[config.mk]
export PLATFORM = sky130hd
export DESIGN_NAME = instr_fetch
export DESIGN_NICKNAME = d
export VERILOG_FILES = /design/src/rtl/fetch_pkg.sv /design/src/rtl/instr_fetch_sat_counter.sv /design/src/rtl/instr_fetch.sv
export SDC_FILE = /design/constraint.sdc
export NUM_CORES = 1
export LEC_CHECK = 0
export CAP_MARGIN = 0
export CORE_ASPECT_RATIO = 1.25
export CORE_MARGIN = 2
export CORE_UTILIZATION = 45
export CTS_BUF_LIST = sky130_fd_sc_hd__clkbuf_8
export CTS_CLUSTER_DIAMETER = 200
export DETAILED_ROUTE_END_ITERATION = 10
export PLACE_DENSITY = 0.77
export RECOVER_POWER = 50
export SLEW_MARGIN = 30
export SYNTH_ARGS = -nofsm -noshare
export SYNTH_HDL_FRONTEND = slang
export SYNTH_SLANG_ARGS = --single-unit
export TNS_END_PERCENT = 10
[constraint.sdc]
create_clock -name clk -period 2.8 [get_ports clk]
set_input_delay 0.7 -clock clk [delete_from_list [all_inputs] [get_ports clk]]
set_output_delay 0.7 -clock clk [all_outputs]
set_load 0.01 [all_outputs]
[src/rtl/fetch_pkg.sv]
// rtl/fetch_pkg.sv - shared types and default widths for the instruction-fetch stage
package fetch_pkg;

   typedef enum logic [1:0] {IDLE, FILL, RUN, DONE} fetch_state_t;

   localparam int DEF_PC_W    = 10;
   localparam int DEF_INSTR_W = 9;
   localparam int DEF_CNT_W   = 16;

endpackage

[src/rtl/instr_fetch_sat_counter.sv]
// rtl/instr_fetch_sat_counter.sv - saturating up-counter with synchronous clear
// clr together with en loads 1 so the clearing cycle itself is still counted.
module sat_counter #(
   parameter int W = 16
) (
   input  logic         clk,
   input  logic         rst_n,
   input  logic         en,
   input  logic         clr,
   output logic [W-1:0] q
);

   always_ff @(posedge clk or negedge rst_n) begin
      if (!rst_n) begin
         q <= '0;
      end else if (clr) begin
         q <= en ? W'(1) : '0;
      end else if (en && (q != '1)) begin
         q <= q + W'(1);
      end
   end

endmodule

[src/rtl/instr_fetch.sv]
// rtl/instr_fetch.sv - program counter, ROM fetch, mode register and run counters
// Address is combinational so the synchronous ROM returns the next instruction with zero bubbles.
module instr_fetch
   import fetch_pkg::*;
#(
   parameter int              PC_W     = DEF_PC_W,
   parameter int              INSTR_W  = DEF_INSTR_W,
   parameter int              CNT_W    = DEF_CNT_W,
   parameter logic [PC_W-1:0] START_PC = '0
) (
   input  logic               clk,
   input  logic               rst_n,
   input  logic               start,
   input  logic               stall,
   input  logic               branch_taken,
   input  logic [PC_W-1:0]    branch_target,
   input  logic               halt_req,
   input  logic               mode_next,
   output logic [PC_W-1:0]    imem_addr,
   input  logic [INSTR_W-1:0] imem_rdata,
   output logic [INSTR_W-1:0] instr_out,
   output logic               instr_valid,
   output logic               modeQ,
   output logic [PC_W-1:0]    pc_out,
   output logic               done,
   output logic [CNT_W-1:0]   retired_cnt,
   output logic [CNT_W-1:0]   cycle_cnt
);

   fetch_state_t    r_state, w_state_nxt;
   logic [PC_W-1:0] r_pc;
   logic            r_mode;
   logic [PC_W-1:0] w_addr;
   logic            w_consume, w_halt, w_branch, w_fill, w_run;

   assign w_fill    = (r_state == FILL);
   assign w_run     = (r_state == RUN);
   assign w_consume = w_run & ~stall;
   // halt has priority: a halting instruction never redirects or updates mode
   assign w_halt    = w_consume & halt_req;
   assign w_branch  = w_consume & branch_taken & ~halt_req;

   always_comb begin
      w_state_nxt = r_state;
      w_addr      = r_pc;
      case (r_state)
         IDLE: begin
            w_addr = START_PC;
            if (start) w_state_nxt = FILL;
         end
         FILL: begin
            w_addr      = START_PC;
            w_state_nxt = RUN;
         end
         RUN: begin
            if (w_halt)           w_state_nxt = DONE;
            else if (w_branch)    w_addr = branch_target;
            else if (w_consume)   w_addr = r_pc + PC_W'(1);
         end
         DONE: begin
            if (start) w_state_nxt = FILL;
         end
         default: w_state_nxt = IDLE;
      endcase
   end

   always_ff @(posedge clk or negedge rst_n) begin
      if (!rst_n) begin
         r_state <= IDLE;
         r_pc    <= '0;
         r_mode  <= 1'b0;
      end else begin
         r_state <= w_state_nxt;
         if (w_fill) begin
            r_pc   <= START_PC;
            r_mode <= 1'b0;
         end else if (w_run) begin
            r_pc <= w_addr;
            if (w_consume && !halt_req) r_mode <= mode_next;
         end
      end
   end

   sat_counter #(.W(CNT_W)) u_retired (
      .clk   (clk),
      .rst_n (rst_n),
      .en    (w_consume),
      .clr   (w_fill),
      .q     (retired_cnt)
   );

   sat_counter #(.W(CNT_W)) u_cycle (
      .clk   (clk),
      .rst_n (rst_n),
      .en    (w_fill | w_run),
      .clr   (w_fill),
      .q     (cycle_cnt)
   );

   assign imem_addr   = w_addr;
   assign instr_out   = imem_rdata;
   assign instr_valid = w_run;
   assign modeQ       = r_mode;
   assign pc_out      = r_pc;
   assign done        = (r_state == DONE);

endmodule

==> results_dict.tcl, run 1 <==
set metrics [dict create \
    fillCellCount 574 \
    netlist_instances 347 \
    nNetsFinal 497 \
    seqCellArea_um2 1130 \
    post-route-period-util 1.01 \
    syn_avg_cell_area_um2 8.74 \
    clkPwrFrac 0.167 \
    synth_top_area_share 0.371 \
    power.share.sequential 0.316 \
    cts_tree "done" \
    tightest_slew_ns 1.39 \
    utilization 0.662 \
    drv_slew 0 \
    place_area_um2 4080 \
    die_w_um 77.4 \
    dp_slack_ns -0.660 \
    start_util 0.465 \
    fin_ws_ns -0.0237 \
    ir_worst_vdd_mv 0.472 \
    max_freq_mhz 354 \
    cp_slowest_cell "and4bb_2" \
    grt-ovfl-total 0 \
    drc_errors 0 \
    p_int_uw 1530 \
    grt_pass1_vias 3078 \
    dieHeight_um 95.8 \
    post-dp-hpwl_um 6480 \
    crit_type "primary input to register" \
    design.die.area_um2 7420 \
    grt_antenna_before_repair 0 \
    wirelength_um 8870 \
    vias_per_cell 5.57 \
    leakagePower_uw 0.00193 \
    fp-row-count 33 \
    ant_nets 0 \
    drt-initial-drc-count 242 \
    ios 90 \
    holdWs_ns 0.520 \
    htree_levels 2 \
    power.share.switching 0.401 \
    syn2layout_area_growth_pct 42.5 \
    cp.required_ns 2.97 \
    mappedNetlistNets 380 \
    violations "setup timing" \
    rsz0062_at_grt "yes" \
    startpoint_type "primary input" \
    setup_viol 1 \
    cts_buffers 5 \
    status "finished with violations" \
    crit_path_frequent_cell "buf_4" \
    async_flop_share 1.00 \
    yosysSeqAreaShare 0.371 \
    firstDrtPassIters 4 \
    ys_ff_latch 45 \
    port_buffers 71 \
    max_stage_delay_ns 0.27 \
    p_per_area_nw_per_um2 591 \
    final_area_um2 4320 \
    synth_flop_cell "dfrtp_1" \
    cp_top_family "buffers and inverters" \
    path_cells "clkdlybuf4s15_1 > buf_6 > and4bb_2 > buf_6 > a21o_1 > a21oi_2 > nor2_2 > buf_4 > buf_4 > buf_4 > buf_4 > buf_4 > buf_4 > buf_4 > buf_4 > a22o_1" \
    cp_max_fo 5 \
    clock_skew_ns 0.0105 \
    multi_input_area_um2 1790 \
    cts.clk_slew.worst_paths_ns 0.08 \
    gp_congestion 0.948 \
    crit_arrival_ns 2.99 \
    n_antenna_cell 0 \
    power_frac_comb 0.517 \
    finalHoldViolCount 0 \
    synth_edf_count 0 \
    routedWlPerCell_um 16.1 \
    final_common_cell "clkdlybuf4s50_1" \
    insertion_delay_ns 0.29 \
    grt_pass1_wl_um 14800 \
    synth.largest_area_cell "dfrtp_1" \
    hold_class "register to register" \
    routed-via-count 3075 \
    core_area_um2 6520 \
    syn_area_um2 3030 \
    p_sw_uw 1020 \
    ys_top_cells_by_area "dfrtp_1, nor2_1, nand2_1" \
    final_cell_mix "clkdlybuf4s50_1, buf_4, dfrtp_1, nor2_1, nand2_1" \
    groute.usage.overall 0.247 \
    root_buffer "clkbuf_8" \
    ys_warn_count 0 \
    cts_buffer_depth 2 \
    grt_start_max_net_pins 37 \
    drive_gt1_frac 0.237 \
    cts-hold-fix-buffers 0 \
    slew_headroom 0.0760 \
    clock_sinks 45 \
    end_kind "register" \
    finalCriticalPeriod_ns 2.82 \
    maxCapViolations 0 \
    critPathBufInv 11 \
    ys_types 62 \
]
-- flip-flops by register name, indices dropped and copies added, names as in the netlist --
| name | cells |
|---|---|
| modeQ | 1 |
| pc_out | 10 |
| r_state | 2 |
| u_cycle.q | 16 |
| u_retired.q | 16 |
-- stage by stage --
stage          power [uW]  instances  setup TNS, ns
2_1_floorplan        1530        347              0
3_3_place_gp         2060        531          -5.41
3_5_place_dp         2080        531          -5.71
4_1_cts              2550        552       -0.00131
5_1_grt              2740        552         -0.298
6_report             2550        552        -0.0237
-- synth_stat cells (all sizes together), types with 6 or more instances --
library cell / instances
a21oi: 22
and3: 7
buf: 17
clkbuf: 8
dfrtp: 45
ha: 7
inv: 11
nand2: 30
nand3: 12
nand4: 10
nor2: 40
nor2b: 6
nor3: 9
nor3b: 6
o21ai: 21
xnor2: 12
-- area by class of cell --
| type | count | share of cell area |
|---|---|---|
| clock buffers | 7 | 0.0223 |
| inverters | 11 | 0.00956 |
| repair buffers | 135 | 0.266 |
| flip-flops and latches | 45 | 0.261 |
| clock inverters | 1 | 0.00116 |
| well taps | 87 | 0.0252 |
| multi-input cells | 266 | 0.415 |
-- tightest hold or removal path, stage by stage, from the launching register on --
cell     delay [ns]
dfrtp_1        0.37
nand2_1        0.05
o21ai_0        0.06
-- layer usage --
metal / vias up / share of wire / GRT usage
li1: 1479 / - / -
met1: 1460 / 0.41 / 0.297
met2: 113 / 0.51 / 0.447
met3: 23 / 0.049 / 0.0366
met4: 0 / 0.030 / 0.0952
met5: - / 0 / 0
-- power by group through the flow --
stage	logic [uW]	clock network (uW)	registers, uW
after floorplan	695	0	839
after global placement	1240	0	820
after detailed placement	1260	0	823
after CTS	1300	443	806
after global routing	1450	470	821
final	1320	426	807
-- cell families after synthesis --
kind of cell    synth area share
simple gates               0.279
compound gates             0.188
flops                      0.371
buf+inv                   0.0627
xor+xnor                  0.0462
mux                       0.0239
fa+ha+maj                 0.0289
-- worst paths after layout --
| path | startpoint | to | slack, ns | depth (start not counted) |
|---|---|---|---|---|
| worst min-delay path | modeQ$_DFFE_PN0P_ | modeQ$_DFFE_PN0P_ | 0.52 | 2 |
| worst min register to register | modeQ$_DFFE_PN0P_ | modeQ$_DFFE_PN0P_ | 0.52 | 2 |
| min in group asynchronous | rst_n | modeQ$_DFFE_PN0P_ | 0.71 | 1 |
| worst max register to register | r_state[1]$_DFFE_PN0P_ | pc_out[4]$_DFFE_PN0P_ | 0 | 16 |
| max in group asynchronous | rst_n | u_retired.q[8]$_DFFE_PN0P_ | 0.91 | 2 |
| worst max-delay path | branch_taken | pc_out[4]$_DFFE_PN0P_ | -0.02 | 16 |
-- repair_timing --
action	in CTS	in global routing
resized for setup	51	14
setup buffers	13	0
gates cloned	0	0
pin swaps	10	5
endpoints found under the hold margin	0	0
setup endpoints to repair	10	10
Note: power is estimated with default switching activity, not from simulation.
==> inputs of run 2 (changes only) <==
--- a/config.mk
+++ b/config.mk
@@ -9,10 +9,10 @@
 export CORE_ASPECT_RATIO = 1.25
 export CORE_MARGIN = 2
 export CORE_UTILIZATION = 45
-export CTS_BUF_LIST = sky130_fd_sc_hd__clkbuf_8
+export CTS_BUF_LIST = sky130_fd_sc_hd__clkbuf_16
 export CTS_CLUSTER_DIAMETER = 200
 export DETAILED_ROUTE_END_ITERATION = 10
-export PLACE_DENSITY = 0.77
+export PLACE_DENSITY = 0.87
 export RECOVER_POWER = 50
 export SLEW_MARGIN = 30
 export SYNTH_ARGS = -nofsm -noshare
==> run 2 against run 1 <==
Compared with the run above:
- worst hold slack got worse by 0.044 ns
- the run now ends clean
- wire length is 1.5% higher
- sequential cell count unchanged
- clock power up 53%
- clock-buffer cell count down 2
- final cell count is 2.2% lower
- design area rose by 0.23%
- die area unchanged
- sequential share of layout area shrank 0.060 points
- global-route usage fell by 0.49 points
- highest routed layer unchanged
==> results_dict.tcl, run 2 (same netlist as run 1, synthesis figures left out) <==
set metrics [dict create \
    nNetsFinal 485 \
    utilization 0.664 \
    groute.usage.overall 0.242 \
    post-route-period-util 0.993 \
    firstDrtPassIters 4 \
    cts_buffer_depth 2 \
    final_common_cell "clkdlybuf4s50_1" \
    holdWs_ns 0.477 \
    drc_errors 0 \
    end_kind "primary output" \
    grt_start_max_net_pins 33 \
    rsz0062_at_grt "yes" \
    cp_max_fo 8 \
    vias_per_cell 5.67 \
    crit_arrival_ns 2.08 \
    rr_worst_depth 10 \
    startpoint_type "register" \
    cts-hold-fix-buffers 0 \
    port_buffers 71 \
    maxCapViolations 0 \
    status "finished clean" \
    tightest_slew_ns 0.793 \
    cts_tree "done" \
    fillCellCount 557 \
    p_per_area_nw_per_um2 642 \
    drv_slew 0 \
    finalHoldViolCount 0 \
    fp-row-count 33 \
    start_util 0.465 \
    htree_levels 2 \
    cp_top_family "simple AND/OR/NAND/NOR gates" \
    max_stage_delay_ns 0.40 \
    r2r-end "u_retired.q[14]$_DFFE_PN0P_" \
    setup_viol 0 \
    final_cell_mix "clkdlybuf4s50_1, buf_4, dfrtp_1, nor2_1, nand2_1" \
    crit_type "register to primary output" \
    grt_pass1_wl_um 14200 \
    clock_skew_ns 0.00391 \
    design.die.area_um2 7420 \
    wirelength_um 9000 \
    drive_gt1_frac 0.238 \
    post-dp-hpwl_um 6460 \
    drt-initial-drc-count 175 \
    insertion_delay_ns 0.28 \
    finalCriticalPeriod_ns 2.78 \
    slew_headroom 0.471 \
    critPathBufInv 3 \
    core_area_um2 6520 \
    r2r_slack_ns 0.68 \
    grt-ovfl-total 0 \
    ant_nets 0 \
    n_antenna_cell 0 \
    clock_sinks 45 \
    leakagePower_uw 0.00190 \
    cp.required_ns 2.10 \
    die_w_um 77.4 \
    cts_buffers 5 \
    multi_input_area_um2 1840 \
    r2r_start "r_state[0]$_DFFE_PN0P_" \
    design_power_total_uw 2780 \
    cts.clk_slew.worst_paths_ns 0.06 \
    dieHeight_um 95.8 \
    ir_worst_vdd_mv 0.446 \
    grt_pass1_vias 2944 \
    root_buffer "clkbuf_16" \
    routed-via-count 3061 \
    syn2layout_area_growth_pct 42.8 \
    max_freq_mhz 360 \
    hold_class "primary input to async pin" \
    grt_antenna_before_repair 0 \
    routedWlPerCell_um 16.7 \
    ios 90 \
    gp_congestion 0.967 \
    seqCellArea_um2 1130 \
    path_cells "inv_1 > ha_2 > buf_6 > and4b_2 > nor2b_4 > o21ai_0 > a32o_2 > buf_2" \
    cp_slowest_cell "dfrtp_1" \
]
-- run 2: changes by cell type in the layout (fill, tap and decap cells not counted), moves of 2 or more --
| cell | change |
|---|---|
| clkbuf_16 | +5 |
| buf_2 | -3 |
| o21ai_1 | -2 |
| buf_4 | -6 |
| clkbuf_8 | -7 |
| clkbuf_2 | +4 |
| clkbuf_1 | -2 |
| o21ai_2 | +2 |
| nor2b_4 | +2 |
| buf_6 | -3 |
| nor2b_1 | -2 |
-- run 2: timing repair --
item                                    CTS  global route
setup buffers                             2             1
endpoints found under the hold margin     0             0
endpoints found under the setup margin   10             9
pin swaps                                 5             8
resized for setup                        41            31
-- run 2: stage by stage --
step,instance area [um2],worst slack [ns],setup TNS (ns),std cells
6_report,4330,0.0208,0,540
5_1_grt,4330,-0.0841,-0.219,540
4_1_cts,4290,-0.114,-0.166,539
3_5_place_dp,4070,-0.661,-5.85,529
3_3_place_gp,4070,-0.692,-5.77,529
2_1_floorplan,3030,0.314,0,347
-- run 2: layout make-up --
class / count / share of cell area
clock buffer: 5 / 0.0289
sequential: 45 / 0.260
multi-input combinational: 266 / 0.424
tap: 87 / 0.0251
inverter: 11 / 0.00953
timing repair buffer: 123 / 0.243
clock inverter: 3 / 0.00953
-- run 2: worst max-delay path by stage --
| stage | slack [ns] | start | to | cells past startpoint |
|---|---|---|---|---|
| 2_1_floorplan | 0.31 | halt_req | imem_addr[4] | 5 |
| 3_3_place_gp | -0.69 | stall | imem_addr[6] | 6 |
| 3_5_place_dp | -0.66 | stall | imem_addr[9] | 7 |
| 4_1_cts | -0.11 | r_state[0]$_DFFE_PN0P_ | imem_addr[9] | 9 |
| 5_1_grt | -0.08 | r_state[0]$_DFFE_PN0P_ | imem_addr[8] | 9 |
| 6_report | 0.02 | r_state[0]$_DFFE_PN0P_ | imem_addr[6] | 8 |
-- run 2: report_power, final --
part	switching, uW	leakage [uW]	internal (uW)	total, uW
clock	236	0.0000775	417	653
sequential	88.2	0.000614	727	815
combinational	736	0.00121	577	1310
total	1060	0.00190	1720	2780
-- run 2: worst register-to-register path, delay by kind of cell (launching register included) --
family                     cells  cell delay [ns]
xor gates and xnor gates       1             0.17
adders and majority gates      1             0.19
buffers and inverters          4             0.49
DFF                            1             0.40
and+or+nand+nor                4             0.75
-- run 2: layer usage --
metal,global-route usage,part of all wire,vias to the layer above
met4,0.106,0.022,0
li1,-,-,1459
met5,0,0,-
met2,0.436,0.53,112
met1,0.287,0.40,1471
met3,0.0385,0.049,19
==> inputs of run 3 (changes only) <==
--- a/config.mk
+++ b/config.mk
@@ -13,7 +13,6 @@
 export CTS_CLUSTER_DIAMETER = 200
 export DETAILED_ROUTE_END_ITERATION = 10
 export PLACE_DENSITY = 0.87
-export RECOVER_POWER = 50
 export SLEW_MARGIN = 30
 export SYNTH_ARGS = -nofsm -noshare
 export SYNTH_HDL_FRONTEND = slang
==> run 3 against run 2 <==
Compared with the run above:
- sequential share of layout area about the same
- utilization is 0.057 points higher
- critical path depth unchanged
- global-route usage unchanged
==> results_dict.tcl, run 3 (same netlist as run 1, synthesis figures left out) <==
set metrics [dict create \
    status "finished clean" \
    drc_errors 0 \
    grt_antenna_before_repair 0 \
    clock_skew_ns 0.00381 \
    power_frac_comb 0.472 \
    path_cells "inv_1 > ha_2 > buf_6 > and4b_2 > nor2b_4 > o21ai_0 > a32o_2 > buf_2" \
    drive_gt1_frac 0.241 \
    cts_tree "done" \
    p_per_area_nw_per_um2 642 \
    cts_buffer_depth 2 \
    fin_ws_ns 0.0180 \
    drv_slew 0 \
    start_util 0.465 \
    root_buffer "clkbuf_16" \
    firstDrtPassIters 4 \
    placed_cells 529 \
    ant_nets 0 \
    htree_levels 2 \
    startpoint_type "register" \
    fillCellCount 555 \
    core_area_um2 6520 \
    ir_worst_vdd_mv 0.446 \
    final_cell_mix "clkdlybuf4s50_1, buf_4, dfrtp_1, nor2_1, nand2_1" \
    finalHoldViolCount 0 \
    cp_slowest_cell "dfrtp_1" \
    dieHeight_um 95.8 \
    cts_buffers 5 \
    finalCriticalPeriod_ns 2.78 \
    end_kind "primary output" \
    port_buffers 71 \
    max_stage_delay_ns 0.40 \
    p_sw_uw 1060 \
    grt_pass1_vias 2944 \
    insertion_delay_ns 0.28 \
    power.share.switching 0.381 \
    crit_start "r_state[0]$_DFFE_PN0P_" \
    holdWs_ns 0.310 \
    groute.usage.overall 0.242 \
    r2r_slack_ns 0.68 \
    grt_pass1_wl_um 14200 \
    r2r_start "r_state[0]$_DFFE_PN0P_" \
    n_antenna_cell 0 \
    fp-row-count 33 \
    utilization 0.664 \
    wirelength_um 9010 \
    cp_max_fo 8 \
    drt-initial-drc-count 175 \
    setup_viol 0 \
    crit_arrival_ns 2.08 \
    crit_type "register to primary output" \
    ios 90 \
    gp_congestion 0.967 \
    dp_slack_ns -0.661 \
    grt-ovfl-total 0 \
    power.share.sequential 0.293 \
    clkPwrFrac 0.235 \
    grt_start_max_net_pins 33 \
    die_w_um 77.4 \
    leakagePower_uw 0.00190 \
    cts-hold-fix-buffers 0 \
    clock_sinks 45 \
    syn2layout_area_growth_pct 42.9 \
    post-dp-hpwl_um 6460 \
    p_int_uw 1720 \
    cts.clk_slew.worst_paths_ns 0.06 \
    cp.required_ns 2.10 \
    vias_per_cell 5.65 \
    slew_headroom 0.653 \
    nNetsFinal 485 \
    post-route-period-util 0.994 \
    design.die.area_um2 7420 \
    rsz0062_at_grt "yes" \
    tightest_slew_ns 0.516 \
    final_common_cell "clkdlybuf4s50_1" \
    hold_class "primary input to async pin" \
    design_power_total_uw 2780 \
    max_freq_mhz 359 \
    maxCapViolations 0 \
    rr_worst_depth 10 \
    final_cells 540 \
    routed-via-count 3053 \
    r2r-end "u_retired.q[14]$_DFFE_PN0P_" \
    routedWlPerCell_um 16.7 \
    cp-endpoint "imem_addr[6]" \
]
[run 3: cell count changes in the layout (fill, tap and decap cells not counted)]
cell	previous run	this run
buf_4	50	51
buf_2	3	4
clkbuf_1	1	0
clkbuf_2	7	6
[run 3: worst min-delay path by stage]
stage / endpoint / slack, ns
2_1_floorplan: modeQ$_DFFE_PN0P_ / 0.40
3_5_place_dp: modeQ$_DFFE_PN0P_ / 0.53
4_1_cts: u_cycle.q[2]$_DFFE_PN0P_ / 0.31
6_report: pc_out[0]$_DFFE_PN0P_ / 0.31
5_1_grt: u_cycle.q[15]$_DFFE_PN0P_ / 0.33
3_3_place_gp: modeQ$_DFFE_PN0P_ / 0.51
[run 3: timing repair]
| item | in CTS | in global routing |
|---|---|---|
| endpoints found under the setup margin | 10 | 9 |
| resized for setup | 41 | 31 |
| pin swaps | 5 | 8 |
| endpoints found under the hold margin | 0 | 0 |
| setup buffers | 2 | 1 |
[run 3: layout make-up]
| type | count | area [um2] | area share |
|---|---|---|---|
| Timing Repair Buffer | 123 | 1060 | 0.244 |
| Multi-Input combinational cell | 266 | 1840 | 0.423 |
| Clock buffer | 5 | 125 | 0.0289 |
| Sequential cell | 45 | 1130 | 0.260 |
| Tap cell | 87 | 109 | 0.0251 |
| Inverter | 11 | 41.3 | 0.00953 |
| Clock inverter | 3 | 41.3 | 0.00953 |
[run 3: routing by layer]
layer / track usage / wire length, um
met5: 0 / 0
met4: 0.106 / 241
met3: 0.0385 / 434
met2: 0.436 / 4740
met1: 0.287 / 3590
[run 3: power by group through the flow]
| stage | Clock, uW | Sequential [uW] | Combinational [uW] |
|---|---|---|---|
| after floorplan | 0 | 839 | 695 |
| after global placement | 0 | 817 | 1210 |
| after detailed placement | 0 | 824 | 1260 |
| after CTS | 673 | 814 | 1270 |
| after global routing | 695 | 827 | 1430 |
| final | 655 | 815 | 1310 |
[run 3: through the flow]
step	setup TNS, ns	area [um2]
finish	0	4330
CTS	-0.166	4290
detailed placement	-5.85	4070
floorplan	0	3030
global placement	-5.77	4070
global route	-0.219	4330
[run 3: critical path, delay by kind of cell (launching register included)]
kind                     cells  cell delay, ns
AND/OR/NAND/NOR              2            0.53
adder cells (fa/ha/maj)      1            0.19
AO/OA/AOI/OAI                2            0.32
flip-flops                   1            0.40
buffers and inverters        3            0.35
